## src/rtl/gpu_wb_post_buffer_if.sv

```systemverilog
// Host request port and Wishbone master bus of gpu_wb_post_buffer.
// master = the buffer's view, slave = host request source plus GPU slave.
interface gpu_wb_post_buffer_if;
  logic        i_req_valid;
  logic        o_req_ready;
  logic        i_req_we;
  logic [26:0] i_req_addr;
  logic [31:0] i_req_data;
  logic [3:0]  i_req_sel;
  logic        o_rd_valid;
  logic [31:0] o_rd_data;
  logic        o_busy;
  logic        o_err;
  logic        i_err_clr;
  logic        wb_cyc_o;
  logic        wb_stb_o;
  logic        wb_we_o;
  logic [3:0]  wb_sel_o;
  logic [26:0] wb_adr_o;
  logic [31:0] wb_dat_o;
  logic [31:0] wb_dat_i;
  logic        wb_ack_i;

  modport master (
    input  i_req_valid, i_req_we, i_req_addr,
    input  i_req_data, i_req_sel, i_err_clr,
    input  wb_dat_i, wb_ack_i,
    output o_req_ready, o_rd_valid, o_rd_data,
    output o_busy, o_err,
    output wb_cyc_o, wb_stb_o, wb_we_o,
    output wb_sel_o, wb_adr_o, wb_dat_o
  );

  modport slave (
    output i_req_valid, i_req_we, i_req_addr,
    output i_req_data, i_req_sel, i_err_clr,
    output wb_dat_i, wb_ack_i,
    input  o_req_ready, o_rd_valid, o_rd_data,
    input  o_busy, o_err,
    input  wb_cyc_o, wb_stb_o, wb_we_o,
    input  wb_sel_o, wb_adr_o, wb_dat_o
  );
endinterface

```

## src/rtl/gpu_wb_post_buffer.sv

```systemverilog
// Posted request FIFO replayed one at a time as Wishbone classic cycles.
// Bus timeout/abort logic is compiled in with `define GPU_WB_TIMEOUT_EN.
module gpu_wb_post_buffer #(
  parameter int DEPTH   = 8,
  parameter int TIMEOUT = 15
) (
  input logic clk_100MHz,
  input logic wb_rst_i,
  gpu_wb_post_buffer_if.master bus
);
  localparam int AW = $clog2(DEPTH);
  localparam logic [AW:0] FULL_CNT = (AW+1)'(DEPTH);

  typedef enum logic {IDLE, BUS} state_t;

  logic [63:0] mem_q [DEPTH];
  logic [AW:0] wr_ptr_q, wr_ptr_d;
  logic [AW:0] rd_ptr_q, rd_ptr_d;
  logic [AW:0] count;
  logic        full, empty;
  logic        push, pop;
  logic [63:0] head;

  state_t      state_q, state_d;
  logic        cyc_q, cyc_d;
  logic        we_q, we_d;
  logic [3:0]  sel_q, sel_d;
  logic [26:0] adr_q, adr_d;
  logic [31:0] dat_q, dat_d;
  logic        rd_valid_q, rd_valid_d;
  logic [31:0] rd_data_q, rd_data_d;

`ifdef GPU_WB_TIMEOUT_EN
  localparam logic [7:0] TO_LAST = 8'(TIMEOUT - 1);
  logic [7:0] wait_q, wait_d;
  logic       err_q, err_d;
  logic       err_set;
`else
  localparam int unused_timeout = TIMEOUT;
  logic unused_err_clr;
  assign unused_err_clr = bus.i_err_clr;
`endif

  assign count = wr_ptr_q - rd_ptr_q;
  assign full  = (count == FULL_CNT);
  assign empty = (count == '0);
  assign push  = bus.i_req_valid && !full;
  assign head  = mem_q[rd_ptr_q[AW-1:0]];

  assign wr_ptr_d = wr_ptr_q + {{AW{1'b0}}, push};
  assign rd_ptr_d = rd_ptr_q + {{AW{1'b0}}, pop};

  always_ff @(posedge clk_100MHz) begin
    if (push) begin
      mem_q[wr_ptr_q[AW-1:0]] <= {bus.i_req_we, bus.i_req_addr,
                                  bus.i_req_data, bus.i_req_sel};
    end
  end

  always_comb begin
    state_d    = state_q;
    cyc_d      = cyc_q;
    we_d       = we_q;
    sel_d      = sel_q;
    adr_d      = adr_q;
    dat_d      = dat_q;
    rd_valid_d = 1'b0;
    rd_data_d  = rd_data_q;
    pop        = 1'b0;
`ifdef GPU_WB_TIMEOUT_EN
    wait_d     = wait_q;
    err_set    = 1'b0;
`endif
    unique case (state_q)
      IDLE: begin
        if (!empty) begin
          pop     = 1'b1;
          cyc_d   = 1'b1;
          {we_d, adr_d, dat_d, sel_d} = head;
          state_d = BUS;
`ifdef GPU_WB_TIMEOUT_EN
          wait_d  = '0;
`endif
        end
      end
      BUS: begin
        // ack wins over a timeout landing on the same edge
        if (bus.wb_ack_i) begin
          cyc_d   = 1'b0;
          state_d = IDLE;
          if (!we_q) begin
            rd_valid_d = 1'b1;
            rd_data_d  = bus.wb_dat_i;
          end
        end
`ifdef GPU_WB_TIMEOUT_EN
        else if (wait_q == TO_LAST) begin
          cyc_d   = 1'b0;
          state_d = IDLE;
          err_set = 1'b1;
          if (!we_q) begin
            rd_valid_d = 1'b1;
            rd_data_d  = '0;
          end
        end else begin
          wait_d = wait_q + 8'd1;
        end
`endif
      end
    endcase
  end

`ifdef GPU_WB_TIMEOUT_EN
  assign err_d = err_set ? 1'b1 : (bus.i_err_clr ? 1'b0 : err_q);

  always_ff @(posedge clk_100MHz or posedge wb_rst_i) begin
    if (wb_rst_i) begin
      wait_q <= '0;
      err_q  <= 1'b0;
    end else begin
      wait_q <= wait_d;
      err_q  <= err_d;
    end
  end

  assign bus.o_err = err_q;
`else
  assign bus.o_err = 1'b0;
`endif

  always_ff @(posedge clk_100MHz or posedge wb_rst_i) begin
    if (wb_rst_i) begin
      wr_ptr_q   <= '0;
      rd_ptr_q   <= '0;
      state_q    <= IDLE;
      cyc_q      <= 1'b0;
      we_q       <= 1'b0;
      sel_q      <= '0;
      adr_q      <= '0;
      dat_q      <= '0;
      rd_valid_q <= 1'b0;
      rd_data_q  <= '0;
    end else begin
      wr_ptr_q   <= wr_ptr_d;
      rd_ptr_q   <= rd_ptr_d;
      state_q    <= state_d;
      cyc_q      <= cyc_d;
      we_q       <= we_d;
      sel_q      <= sel_d;
      adr_q      <= adr_d;
      dat_q      <= dat_d;
      rd_valid_q <= rd_valid_d;
      rd_data_q  <= rd_data_d;
    end
  end

  assign bus.o_req_ready = !full;
  assign bus.o_busy      = !empty || (state_q == BUS);
  assign bus.o_rd_valid  = rd_valid_q;
  assign bus.o_rd_data   = rd_data_q;
  assign bus.wb_cyc_o    = cyc_q;
  assign bus.wb_stb_o    = cyc_q;
  assign bus.wb_we_o     = we_q;
  assign bus.wb_sel_o    = sel_q;
  assign bus.wb_adr_o    = adr_q;
  assign bus.wb_dat_o    = dat_q;
endmodule
```

## src/flat_wrapper.sv

```systemverilog
// flat-port wrapper written by rule: the top's interface ports become plain ports
module gpu_wb_post_buffer_flat 
#(
  parameter int DEPTH   = 8,
  parameter int TIMEOUT = 15
)
  (clk_100MHz, wb_rst_i, bus_i_req_valid, bus_i_req_we, bus_i_req_addr, bus_i_req_data, bus_i_req_sel, bus_i_err_clr, bus_wb_dat_i, bus_wb_ack_i, bus_o_req_ready, bus_o_rd_valid, bus_o_rd_data, bus_o_busy, bus_o_err, bus_wb_cyc_o, bus_wb_stb_o, bus_wb_we_o, bus_wb_sel_o, bus_wb_adr_o, bus_wb_dat_o);
  gpu_wb_post_buffer_if bus_i ();
  input logic clk_100MHz;
  input logic wb_rst_i;
  input wire logic [$bits(bus_i.i_req_valid)-1:0] bus_i_req_valid;
  input wire logic [$bits(bus_i.i_req_we)-1:0] bus_i_req_we;
  input wire logic [$bits(bus_i.i_req_addr)-1:0] bus_i_req_addr;
  input wire logic [$bits(bus_i.i_req_data)-1:0] bus_i_req_data;
  input wire logic [$bits(bus_i.i_req_sel)-1:0] bus_i_req_sel;
  input wire logic [$bits(bus_i.i_err_clr)-1:0] bus_i_err_clr;
  input wire logic [$bits(bus_i.wb_dat_i)-1:0] bus_wb_dat_i;
  input wire logic [$bits(bus_i.wb_ack_i)-1:0] bus_wb_ack_i;
  output wire logic [$bits(bus_i.o_req_ready)-1:0] bus_o_req_ready;
  output wire logic [$bits(bus_i.o_rd_valid)-1:0] bus_o_rd_valid;
  output wire logic [$bits(bus_i.o_rd_data)-1:0] bus_o_rd_data;
  output wire logic [$bits(bus_i.o_busy)-1:0] bus_o_busy;
  output wire logic [$bits(bus_i.o_err)-1:0] bus_o_err;
  output wire logic [$bits(bus_i.wb_cyc_o)-1:0] bus_wb_cyc_o;
  output wire logic [$bits(bus_i.wb_stb_o)-1:0] bus_wb_stb_o;
  output wire logic [$bits(bus_i.wb_we_o)-1:0] bus_wb_we_o;
  output wire logic [$bits(bus_i.wb_sel_o)-1:0] bus_wb_sel_o;
  output wire logic [$bits(bus_i.wb_adr_o)-1:0] bus_wb_adr_o;
  output wire logic [$bits(bus_i.wb_dat_o)-1:0] bus_wb_dat_o;
  assign bus_i.i_req_valid = bus_i_req_valid;
  assign bus_i.i_req_we = bus_i_req_we;
  assign bus_i.i_req_addr = bus_i_req_addr;
  assign bus_i.i_req_data = bus_i_req_data;
  assign bus_i.i_req_sel = bus_i_req_sel;
  assign bus_i.i_err_clr = bus_i_err_clr;
  assign bus_i.wb_dat_i = bus_wb_dat_i;
  assign bus_i.wb_ack_i = bus_wb_ack_i;
  assign bus_o_req_ready = bus_i.o_req_ready;
  assign bus_o_rd_valid = bus_i.o_rd_valid;
  assign bus_o_rd_data = bus_i.o_rd_data;
  assign bus_o_busy = bus_i.o_busy;
  assign bus_o_err = bus_i.o_err;
  assign bus_wb_cyc_o = bus_i.wb_cyc_o;
  assign bus_wb_stb_o = bus_i.wb_stb_o;
  assign bus_wb_we_o = bus_i.wb_we_o;
  assign bus_wb_sel_o = bus_i.wb_sel_o;
  assign bus_wb_adr_o = bus_i.wb_adr_o;
  assign bus_wb_dat_o = bus_i.wb_dat_o;
  gpu_wb_post_buffer #(.DEPTH(DEPTH), .TIMEOUT(TIMEOUT)) u_core (.clk_100MHz(clk_100MHz), .wb_rst_i(wb_rst_i), .bus(bus_i));
endmodule
```

## config.mk

```make
export PLATFORM = sky130hd
export DESIGN_NAME = gpu_wb_post_buffer_flat
export DESIGN_NICKNAME = d
export VERILOG_FILES = /design/src/rtl/gpu_wb_post_buffer_if.sv /design/src/rtl/gpu_wb_post_buffer.sv /design/src/flat_wrapper.sv
export SDC_FILE = /design/constraint.sdc
export NUM_CORES = 1
export LEC_CHECK = 0
export BUFFER_PORTS_ARGS = -buffer_cell sky130_fd_sc_hd__buf_2
export CAP_MARGIN = 30
export CORE_UTILIZATION = 50
export CTS_CLUSTER_DIAMETER = 150
export CTS_CLUSTER_SIZE = 10
export DETAILED_ROUTE_END_ITERATION = 6
export PLACE_DENSITY = 0.76
export SYNTH_ARGS = -nofsm -noshare
export SYNTH_HDL_FRONTEND = slang
export SYNTH_SLANG_ARGS = --single-unit
export TNS_END_PERCENT = 30
```

## constraint.sdc

```tcl
create_clock -name clk_100MHz -period 11.4 [get_ports clk_100MHz]
set_input_delay 1.71 -clock clk_100MHz [delete_from_list [all_inputs] [get_ports clk_100MHz]]
set_output_delay 1.71 -clock clk_100MHz [all_outputs]
set_load 0.01 [all_outputs]
```

==> results.json <==
{
  "endpoint_kind": "output port",
  "cp_slowest_stage_delay_ns": 1.09,
  "drc": 0,
  "num_rows": 80,
  "fp.coreArea_sq_um": 47800,
  "synth_edf_count": 512,
  "vias": 12600,
  "cts_tree": "built",
  "finalSetupViolCount": 0,
  "root_buffer": "clkbuf_16",
  "first_global_vias": 13200,
  "yosys_register_bits": 619,
  "firstDrtPassIters": 5,
  "status": "finished, final reports clean",
  "final_nets": 1562,
  "rsz0062_at_grt": "no",
  "yosysWarnings": 0,
  "h-tree-depth": 3,
  "grt_use_total_pct": 21.7,
  "power.static_leakage_nw": 9.76,
  "antenna_found_initial": 12,
  "synthCells": 1244,
  "setup.worst_path.class": "register to output port",
  "max_freq_mhz": 189,
  "r2r_start": "u_core.rd_ptr_q[1]",
  "grt_first_pass_wirelength_mm": 80.2,
  "ctsLongestPathBuffers": 3,
  "start_util_pct": 50.8,
  "fillers": 3426,
  "drive_gt1_share_pct": 35.5,
  "cts_setup_buffers": 0,
  "die-area_sq_um": 49500,
  "place_congestion": 0.709,
  "crit_family": "flip-flops",
  "clk_latency_ns": 0.58,
  "cts_resized": 0,
  "grt_overflow_total": 0,
  "final_hold_viol_count": 0,
  "cp_max_fo": 67,
  "dpl_cell_area_sq_um": 25900,
  "start_kind": "register",
  "finalMaxSlewViolations": 0,
  "io_pins": 203,
  "hold_buffers": 0,
  "post-route-period-util_pct": 46.4,
  "irDropWorstVdd_mv": 0.341,
  "final_common_cell": "edfxtp_1",
  "async_reset_ff_share_pct": 17.3,
  "maxCapViolCount": 0,
  "synthToLayoutAreaGrowth_pct": 15.3,
  "io_buffers": 200,
  "cts_buffers": 71,
  "final_cell_mix": "edfxtp_1, buf_2, nand2_1",
  "hold_path.class": "register to register",
  "worst_slack_ns": 6.11,
  "die_w_microns": 223,
  "antenna_left": 0,
  "crit_buf_inv": 2,
  "fin_crit_ns": 5.29,
  "drtIter0Drc": 1083,
  "path_clk_slew_ns": 0.06,
  "min_from": "u_core.wr_ptr_q[3]",
  "die_h_microns": 223,
  "cp.required_ns": 9.69,
  "drt_wl_total_mm": 52.2,
  "post-route-cell-area_sq_um": 28100,
  "synthesis.nets": 1352,
  "reg2regPathDepth": 8,
  "min_path_cells": 1,
  "synth_area_sq_um": 24300,
  "cpMaxStageDelayCell": "dfrtp_4",
  "reg2reg_to": "u_core.mem_q[1][53]",
  "arrival_ns": 3.58,
  "synth_top_flop_cell": "edfxtp_1",
  "finalSetupTns_ns": 0,
  "via_per_inst": 5.90,
  "min_to": "u_core.wr_ptr_q[3]",
  "worst_pin_slew_ns": 1.00,
  "path_cells": "inv_2 -> ha_1 -> nand3b_1 -> a21oi_2 -> o2111ai_4 -> nand2b_1 -> buf_2",
  "pre_cts_slack_ns": 6.71,
  "fin_skew_ns": 0.0197,
  "yosysSeqAreaShare_pct": 74.2,
  "r2r_slack_ns": 7.11,
  "powerDensity_nw_per_um2": 281,
  "place_hpwl_mm": 27.9,
  "synth.distinct_cells": 38,
  "wire_per_inst_microns": 24.5,
  "clock-sinks": 619,
  "relSlewSlack_pct": 33.1,
  "syn_area_per_cell_sq_um": 19.6,
  "grt_max_degree": 87
}
[flip-flops by register name, summed over array words and instances (netlist names)]
register and cells:
u_core.mem_q 512, u_core.state_q 1, u_core.bus.wb_dat_o 32, u_core.bus.o_rd_data 32, u_core.bus.wb_sel_o 4, u_core.bus.o_rd_valid 1, u_core.bus.wb_we_o 1, u_core.bus.wb_adr_o 27
u_core.wr_ptr_q 4, u_core.rd_ptr_q 4, u_core.bus.wb_cyc_o 1
[cells in the mapped netlist, drive strengths merged (4+ instances only)]
library cell	instances	share of area, %
edfxtp	512	63
nand2	132	2.0
mux4	128	12
dfrtp	107	11
and3	65	1.7
a211oi	64	2.0
a22oi	64	3.0
buf	50	1.6
clkbuf	42	0.65
mux2	32	1.5
ha	7	0.36
inv	7	0.11
xor2	4	0.14
[metal layers]
layer / vias up / track usage, % / part of all wire (%)
li1: 5454 / - / -
met1: 6542 / 29.2 / 41
met2: 470 / 35.3 / 49
met3: 100 / 4.80 / 7.0
met4: 12 / 6.99 / 2.2
met5: - / 0 / 0.15
[power by group]
group	switching [W]	internal [W]	leakage [nW]
clock network	0.000837	0.00121	0.991
registers	0.000290	0.00297	5.83
logic	0.00149	0.00109	2.94
[stage by stage]
stage	cells	utilization (%)	total power [W]	hold slack, ns
final	2133	58.6	0.00790	0.494
after global routing	2128	58.6	0.00829	0.508
after CTS	2125	58.5	0.00796	0.494
after detailed placement	1995	54.2	0.00591	0.482
after global placement	1993	54.1	0.00581	0.478
after floorplan	1244	-	0.00517	0.464
[layout make-up]
cell class | instances | area (sq um) | area share, %
Antenna cell | 7 | 17.5 | 0.0624
Clock buffer | 127 | 2050 | 7.31
Clock inverter | 3 | 33.8 | 0.120
Inverter | 7 | 31.3 | 0.112
Multi-Input combinational cell | 526 | 5820 | 20.7
Sequential cell | 619 | 18100 | 64.4
Tap cell | 615 | 769 | 2.74
Timing Repair Buffer | 229 | 1270 | 4.53
[cell families (layout without fill, tap and decap cells)]
family | count (synthesis) | in the layout | share of synthesized area (%)
flops | 619 | 619 | 74.2
xor+xnor | 7 | 7 | 0.252
compound gates | 136 | 136 | 5.30
fa+ha+maj | 7 | 7 | 0.360
mux | 160 | 160 | 13.3
other cells | 1 | 8 | 0.0154
buf+inv | 99 | 366 | 2.31
simple gates | 215 | 215 | 4.22
[worst max path at each step]
stage                       start                 end  depth (start not counted)
6_report       u_core.rd_ptr_q[1]          bus_o_busy                          7
3_3_place_gp   u_core.rd_ptr_q[2]          bus_o_busy                          7
4_1_cts        u_core.rd_ptr_q[1]          bus_o_busy                          7
2_1_floorplan     bus_i_req_valid  u_core.mem_q[4][0]                          2
5_1_grt        u_core.rd_ptr_q[1]          bus_o_busy                          7
3_5_place_dp   u_core.rd_ptr_q[1]          bus_o_busy                          7
Power figures use the tool's default switching activity.
